===== src/rtl/booth16_mul_ctrl_if.sv =====
// -----------------------------------------------------------------------------
// booth16_mul_ctrl_if
// Purpose : bundles the request/response handshake and the datapath control
//           strobes of the radix-16 Booth multiplier sequencer.
// Modports:
//   master : requester/datapath side (drives req_*, resp_ready_i, abort_i)
//   slave  : the controller booth16_mul_ctrl
// Signals :
//   req_valid_i / req_signed_i / req_ready_o : operand request handshake
//   load_o, shift_en_o, digit_idx_o, signed_o, final_add_en_o : datapath control
//   resp_valid_o / resp_ready_i             : product handshake
//   abort_i / aborted_o                     : only when MUL_CTRL_ABORT_EN is defined
// Option  : MUL_CTRL_ABORT_EN adds the abort request/acknowledge pair.
// -----------------------------------------------------------------------------
interface booth16_mul_ctrl_if #(
  parameter int WIDTH = 32
);
  localparam int IDX_W = $clog2(WIDTH / 4 + 1);

  logic             req_valid_i;
  logic             req_signed_i;
  logic             req_ready_o;
  logic             load_o;
  logic             shift_en_o;
  logic [IDX_W-1:0] digit_idx_o;
  logic             signed_o;
  logic             final_add_en_o;
  logic             resp_valid_o;
  logic             resp_ready_i;
`ifdef MUL_CTRL_ABORT_EN
  logic             abort_i;
  logic             aborted_o;
`endif

  modport master (
    output req_valid_i, req_signed_i, resp_ready_i,
`ifdef MUL_CTRL_ABORT_EN
    output abort_i,
    input  aborted_o,
`endif
    input  req_ready_o, load_o, shift_en_o, digit_idx_o, signed_o,
           final_add_en_o, resp_valid_o
  );

  modport slave (
    input  req_valid_i, req_signed_i, resp_ready_i,
`ifdef MUL_CTRL_ABORT_EN
    input  abort_i,
    output aborted_o,
`endif
    output req_ready_o, load_o, shift_en_o, digit_idx_o, signed_o,
           final_add_en_o, resp_valid_o
  );
endinterface


===== src/rtl/booth16_mul_ctrl.sv =====
// -----------------------------------------------------------------------------
// booth16_mul_ctrl
// Purpose : sequencing FSM for the radix-16 Booth multiplier datapath.
//           One operand pair per transaction: clear/load the pp/carry shift
//           register, consume one Booth digit per cycle, fire the final add,
//           then hold the result-valid strobe until the consumer accepts it.
// Ports   :
//   clk  : clock, all logic on posedge
//   rst  : synchronous active-high reset
//   bus  : booth16_mul_ctrl_if.slave (request, datapath control, response)
// Params  : WIDTH operand width (multiple of 4, >= 8); must match the
//           interface WIDTH and mul_pkg::WIDTH.
// Option  : define MUL_CTRL_ABORT_EN to enable abort_i / aborted_o.
// -----------------------------------------------------------------------------
module booth16_mul_ctrl #(
  parameter int WIDTH = 32
) (
  input  logic                  clk,
  input  logic                  rst,
  booth16_mul_ctrl_if.slave     bus
);

  localparam int DIGITS = WIDTH / 4;
  localparam int IDX_W  = $clog2(DIGITS + 1);

  // Index of the last digit: signed operands need WIDTH/4 digits, unsigned
  // ones one more so the zero sign extension is absorbed.
  localparam logic [IDX_W-1:0] LAST_SIGNED   = IDX_W'(DIGITS - 1);
  localparam logic [IDX_W-1:0] LAST_UNSIGNED = IDX_W'(DIGITS);

  typedef enum logic [2:0] {
    S_IDLE  = 3'd0,
    S_LOAD  = 3'd1,
    S_ITER  = 3'd2,
    S_FINAL = 3'd3,
    S_DONE  = 3'd4
  } state_t;

  state_t           r_state;
  state_t           w_state_next;
  logic [IDX_W-1:0] r_cnt;
  logic [IDX_W-1:0] w_cnt_next;
  logic             r_signed;
  logic             w_signed_next;
  logic             w_last;
  logic             w_abort_hit;
  logic             r_aborted;

  assign w_last = (r_cnt == (r_signed ? LAST_SIGNED : LAST_UNSIGNED));

  // ---------------------------------------------------------------------------
  // State register
  // ---------------------------------------------------------------------------
  always_ff @(posedge clk) begin
    if (rst) begin
      r_state   <= S_IDLE;
      r_cnt     <= '0;
      r_signed  <= 1'b0;
      r_aborted <= 1'b0;
    end else begin
      r_state   <= w_state_next;
      r_cnt     <= w_cnt_next;
      r_signed  <= w_signed_next;
      r_aborted <= w_abort_hit;
    end
  end

  // ---------------------------------------------------------------------------
  // Next-state logic
  // ---------------------------------------------------------------------------
  always_comb begin
    w_state_next  = r_state;
    w_cnt_next    = r_cnt;
    w_signed_next = r_signed;
    w_abort_hit   = 1'b0;

    case (r_state)
      S_IDLE: begin
        if (bus.req_valid_i) begin
          w_state_next  = S_LOAD;
          w_signed_next = bus.req_signed_i;
        end
      end
      S_LOAD: begin
        w_state_next = S_ITER;
        w_cnt_next   = '0;
      end
      S_ITER: begin
        // Counter returns to 0 on exit so it never exceeds the last index
        // and digit_idx_o reads 0 outside ITER without extra masking state.
        if (w_last) begin
          w_state_next = S_FINAL;
          w_cnt_next   = '0;
        end else begin
          w_cnt_next = r_cnt + IDX_W'(1);
        end
      end
      S_FINAL: begin
        w_state_next = S_DONE;
      end
      S_DONE: begin
        if (bus.resp_ready_i) begin
          w_state_next = S_IDLE;
        end
      end
      default: begin
        w_state_next = S_IDLE;
        w_cnt_next   = '0;
      end
    endcase

`ifdef MUL_CTRL_ABORT_EN
    // Abort only cancels work in flight; a finished result in DONE is kept.
    if (bus.abort_i &&
        (r_state == S_LOAD || r_state == S_ITER || r_state == S_FINAL)) begin
      w_state_next = S_IDLE;
      w_cnt_next   = '0;
      w_abort_hit  = 1'b1;
    end
`endif
  end

  // ---------------------------------------------------------------------------
  // Output decode (all strobes come straight from the state register)
  // ---------------------------------------------------------------------------
  always_comb begin
    bus.req_ready_o    = (r_state == S_IDLE);
    bus.load_o         = (r_state == S_LOAD);
    bus.shift_en_o     = (r_state == S_ITER);
    bus.final_add_en_o = (r_state == S_FINAL);
    bus.resp_valid_o   = (r_state == S_DONE);
    bus.digit_idx_o    = (r_state == S_ITER) ? r_cnt : '0;
    bus.signed_o       = r_signed;
  end

`ifdef MUL_CTRL_ABORT_EN
  assign bus.aborted_o = r_aborted;
`else
  // Without the abort option nothing ever sets the acknowledge register.
  logic w_unused_aborted;
  assign w_unused_aborted = r_aborted & w_abort_hit;
`endif

endmodule

===== src/flat_wrapper.sv =====
// flat-port wrapper written by rule: the top's interface ports become plain ports
module booth16_mul_ctrl_flat 
#(
  parameter int WIDTH = 32
)
  (clk, rst, bus_req_valid_i, bus_req_signed_i, bus_resp_ready_i, bus_req_ready_o, bus_load_o, bus_shift_en_o, bus_digit_idx_o, bus_signed_o, bus_final_add_en_o, bus_resp_valid_o);
  booth16_mul_ctrl_if #(.WIDTH(WIDTH)) bus_i ();
  input  logic clk;
  input  logic rst;
  input wire logic [$bits(bus_i.req_valid_i)-1:0] bus_req_valid_i;
  input wire logic [$bits(bus_i.req_signed_i)-1:0] bus_req_signed_i;
  input wire logic [$bits(bus_i.resp_ready_i)-1:0] bus_resp_ready_i;
  output wire logic [$bits(bus_i.req_ready_o)-1:0] bus_req_ready_o;
  output wire logic [$bits(bus_i.load_o)-1:0] bus_load_o;
  output wire logic [$bits(bus_i.shift_en_o)-1:0] bus_shift_en_o;
  output wire logic [$bits(bus_i.digit_idx_o)-1:0] bus_digit_idx_o;
  output wire logic [$bits(bus_i.signed_o)-1:0] bus_signed_o;
  output wire logic [$bits(bus_i.final_add_en_o)-1:0] bus_final_add_en_o;
  output wire logic [$bits(bus_i.resp_valid_o)-1:0] bus_resp_valid_o;
  assign bus_i.req_valid_i = bus_req_valid_i;
  assign bus_i.req_signed_i = bus_req_signed_i;
  assign bus_i.resp_ready_i = bus_resp_ready_i;
  assign bus_req_ready_o = bus_i.req_ready_o;
  assign bus_load_o = bus_i.load_o;
  assign bus_shift_en_o = bus_i.shift_en_o;
  assign bus_digit_idx_o = bus_i.digit_idx_o;
  assign bus_signed_o = bus_i.signed_o;
  assign bus_final_add_en_o = bus_i.final_add_en_o;
  assign bus_resp_valid_o = bus_i.resp_valid_o;
  booth16_mul_ctrl #(.WIDTH(WIDTH)) u_core (.clk(clk), .rst(rst), .bus(bus_i));
endmodule

===== config.mk =====
export PLATFORM = sky130hd
export DESIGN_NAME = booth16_mul_ctrl_flat
export DESIGN_NICKNAME = d
export VERILOG_FILES = /design/src/rtl/booth16_mul_ctrl_if.sv /design/src/rtl/booth16_mul_ctrl.sv /design/src/flat_wrapper.sv
export SDC_FILE = /design/constraint.sdc
export NUM_CORES = 1
export LEC_CHECK = 0
export BUFFER_PORTS_ARGS = -buffer_cell sky130_fd_sc_hd__buf_4
export CAP_MARGIN = 25
export CORE_MARGIN = 2
export CORE_UTILIZATION = 40
export DETAILED_ROUTE_END_ITERATION = 6
export SYNTH_ARGS = -nofsm -noshare
export SYNTH_HDL_FRONTEND = slang
export SYNTH_SLANG_ARGS = --single-unit

===== constraint.sdc =====
create_clock -name clk -period 1.6 [get_ports clk]
set_input_delay 0.16 -clock clk [delete_from_list [all_inputs] [get_ports clk]]
set_output_delay 0.16 -clock clk [all_outputs]
set_load 0.03 [all_outputs]

==> run summary <==
The sequential share of power is 0.369. Sorting the synthesized cells by area gives the leading types as sky130_fd_sc_hd__dfxtp_1 28%, sky130_fd_sc_hd__buf_4 5.3%, sky130_fd_sc_hd__nor3b_1 5.3%. The initial core utilization is 0.4321. Entering global routing, the biggest net connects 14 pins. Type of destination of the critical path: a flip-flop. Cell internal power was estimated by the tool at 0.4264 mW. The die covers 0.001741 mm^2. During synthesis, Yosys emitted a total of 0 warnings. The number of buffers inserted during clock tree synthesis came out at 3. For this design the ratio of total power to cell area is 879.3 mW/mm^2. The beginning of the worst hold path was rst. In the post-route analysis, the smallest setup slack over all paths is 0.1235 ns. The tools report the worst reg-to-reg setup slack as 0.12 ns. IR analysis of the VDD net gives a maximum drop of 584.7 uV. The post-synthesis instance total was 68. The tools report the remaining antenna violation count as 0. The routed length per instance was 12.92 um.

The first-pass iteration count of the detailed router is 5, and the clock latency of the later-clocked register in the worst-skew pair is 0.26 ns. Setup repair after global routing left no endpoint under its margin. The share of Yosys cell area claimed by the top area cell type came out at 0.2813.

The met1 capacity usage during global routing was 0.1995. The share of the yosys chip area belonging to registers was 0.2813; the number of enable-type register cells in the synthesized netlist was 0. The type of origin of the critical path was a flip-flop.

The cell taking the most area after synthesis is sky130_fd_sc_hd__dfxtp_1. The tool flagged a number of max-cap violations equal to 0. The synthesized area per cell is 8.372 um^2, and the share of total power consumed by net switching is 0.3584. The synthesized design contains 8 register bits.

Traced cell by cell, the critical path runs through or4_4 > or2_0 > a311oi_1. The critical path starts at u_core.r_cnt[1]. The number of cell instances on the worst register-to-register path was 3; the count of buffers from port buffering was 14. The first global-routing pass estimated 2104 um of wire. The number of different library cells used by synthesis comes to 35. The routed design could run at a clock period as short as 1.477 ns. The routed design has 1331 um of wire.

Count of endpoints failing hold in the final timing report: 0. The global placer's final weighted congestion is 0.8178, and the static leakage is 0.3033 nW. The fraction of synthesis flops using an asynchronous set or reset pin was 0; the met2 capacity usage during global routing was 0.2375. Share of the clock period used by the worst path: 0.9228. The fraction of power consumed by the clock network was 0.239; the part of the total power dissipated in combinational logic was 0.392. In the synthesized netlist the dominant register cell turns out to be sky130_fd_sc_hd__dfxtp_1. In the routed design, unresolved DRC markers number 0.

In this run the worst path has a maximum fanout of 7. The clock transition at the register clock pins on the worst setup and hold paths after CTS came out at 0.05 ns. For this run, the top clock speed supported by timing is 677.3 MHz. TritonCTS built the clock tree. At the pin with the least slew margin, the transition time is 0.3315 ns.

The most common cell in the synthesized netlist is sky130_fd_sc_hd__dfxtp_1. The pre-CTS setup slack came out at 0.1012 ns. The met3 usage in global routing was 0.08261; the detailed placer's ending HPWL was 991.6 um.

The arrival time of data at the critical path endpoint is 1.65 ns. In this run the power spent charging and discharging nets is 0.2381 mW. The critical path contains buffers and inverters numbering 0 combined. The clock passes through at most 2 buffers.

The final layout net count was 96; the number of global-route vias before repair was 497. The tree is rooted in a sky130_fd_sc_hd__clkbuf_4. For the largest clock skew in the final design, the log shows 0.004906 ns.

The aggregate global-route resource usage is 0.1640. The region available for standard cell placement spans 0.001318 mm^2. The maximum level of the CTS H-tree was 1. Using the TritonRoute via totals, the vias-per-cell ratio works out to 5.388.

The logs give 0 for the remaining global-route overflow and 98 for the number of placed instances with taps included. The type of the tightest min-delay check was input port to flip-flop. The worst register-to-register path ends at u_core.r_state[2]. Among all stages on the critical path, the largest delay is contributed by sky130_fd_sc_hd__or4_4.

For this block, the initial DRC count from the detailed router was 15. The run finished with clean final reports. The startpoint identified for the worst register-to-register timing path is u_core.r_cnt[1]. The die outline height works out to 41.73 um. The destination of the critical timing path is u_core.r_state[2]. The die is 41.73 um wide. For the worst setup path, the data required time is 1.77 ns.

Layout cell share with drive strength beyond 1: 0.3977. In this run the number of cells on the critical path is 3. The tools report the number of I/O pins as 15.

met2 is the most crowded layer. The biggest cell delay along the critical path came out at 0.55 ns. Summing every instance area after synthesis gives 569.3 um^2. Detailed routing inserted a total of 555 vias.

The run gives 0.7760 as the worst-case headroom to the max-slew limit. The clock net in this run drives a total of 8 sinks. The number of nets handed over by synthesis was 74. The repair_antennas step left the layout with diodes totalling 0. The tools report the setup TNS after final layout as 0 ns. Critical path's top delay family: simple AND/OR/NAND/NOR gates. Setup violations remaining at the end of the flow were counted as 0. The synthesis-to-finish area growth is 32.75%, and the count of pins over their slew limit is 0. For the number of cells in the finished layout apart from fillers, the log shows 103. The initial antenna violation count came out at 0. By startpoint and endpoint, the worst setup path is classified as flip-flop to flip-flop. The row count is 13.
==> cell usage in the layout, fill, tap and decap left out, drive strengths merged <==
cell	count
a211o	1
a21bo	1
a21o	1
a21oi	3
a22oi	1
a311oi	2
a31oi	1
a32oi	1
and2	5
and3	1
buf	22
clkbuf	3
dfxtp	8
ha	1
inv	4
nand2	1
nand2b	2
nand3	4
nand3b	1
nor2	3
nor2b	2
nor3	2
nor3b	5
nor4	1
nor4bb	1
o211ai	4
o21a	1
o21ai	1
o31ai	1
or2	2
or4	1
xnor2	1
==> worst min path at each step <==
stage / endpoint / slack (ns) / depth (start not counted)
2_1_floorplan: u_core.bus.signed_o / 0.31 / 2
3_3_place_gp: u_core.bus.signed_o / 0.41 / 2
3_5_place_dp: u_core.bus.signed_o / 0.41 / 2
4_1_cts: u_core.bus.signed_o / 0.13 / 2
5_1_grt: u_core.r_cnt[1] / 0.14 / 2
6_report: u_core.r_state[2] / 0.14 / 2
==> layer usage <==
layer,wire length [um],vias up,part of all wire
li1,-,293,-
met1,643,246,0.48
met2,599,12,0.45
met3,65,4,0.049
met4,22,0,0.017
met5,0,-,0
==> sequential cells by signal (all words and copies together) (netlist names) <==
name                 count
u_core.bus.signed_o      1
u_core.r_cnt             4
u_core.r_state           3
==> kinds of logic after synthesis <==
logic type / share of synthesized area
compound gates: 0.2308
xor+xnor: 0.01539
fa+ha+maj: 0.02197
buf+inv: 0.09889
flops: 0.2813
simple gates: 0.3517
==> per-stage QoR <==
| step | area, um^2 | hold slack, ns | total power, mW | util |
|---|---|---|---|---|
| after CTS | 744.5 | 0.1342 | 0.6679 | 0.5651 |
| after global routing | 755.7 | 0.1369 | 0.7061 | 0.5736 |
| final | 755.7 | 0.1382 | 0.6645 | 0.5736 |
| after floorplan | 585.6 | 0.3065 | 0.4223 | - |
| after detailed placement | 713.2 | 0.4119 | 0.4970 | 0.5413 |
| after global placement | 713.2 | 0.4124 | 0.4967 | 0.5413 |
==> cell type report <==
class / count / area [um^2]
repair buffers: 22 / 165.2
clock buffers: 3 / 22.52
multi-input cells: 51 / 369.1
well taps: 15 / 18.77
inverters: 4 / 15.01
fillers: 128 / 561.8
flip-flops and latches: 8 / 165.2
==> what timing repair did <==
action / CTS / global route
gates resized for setup: 1 / 2
endpoints found under the setup margin: 4 / 7
gates cloned: 0 / 0
pin swaps: 0 / 2
buffers inserted: 1 / 1
hold buffers: 0 / 0
==> power by group through the flow <==
stage,logic (mW),registers [mW],clock network (mW)
detailed placement,0.249,0.248,0
floorplan,0.184,0.239,0
finish,0.260,0.245,0.159
global route,0.280,0.248,0.178
CTS,0.256,0.245,0.168
global placement,0.249,0.248,0
Note: power is estimated with default switching activity, not from simulation.
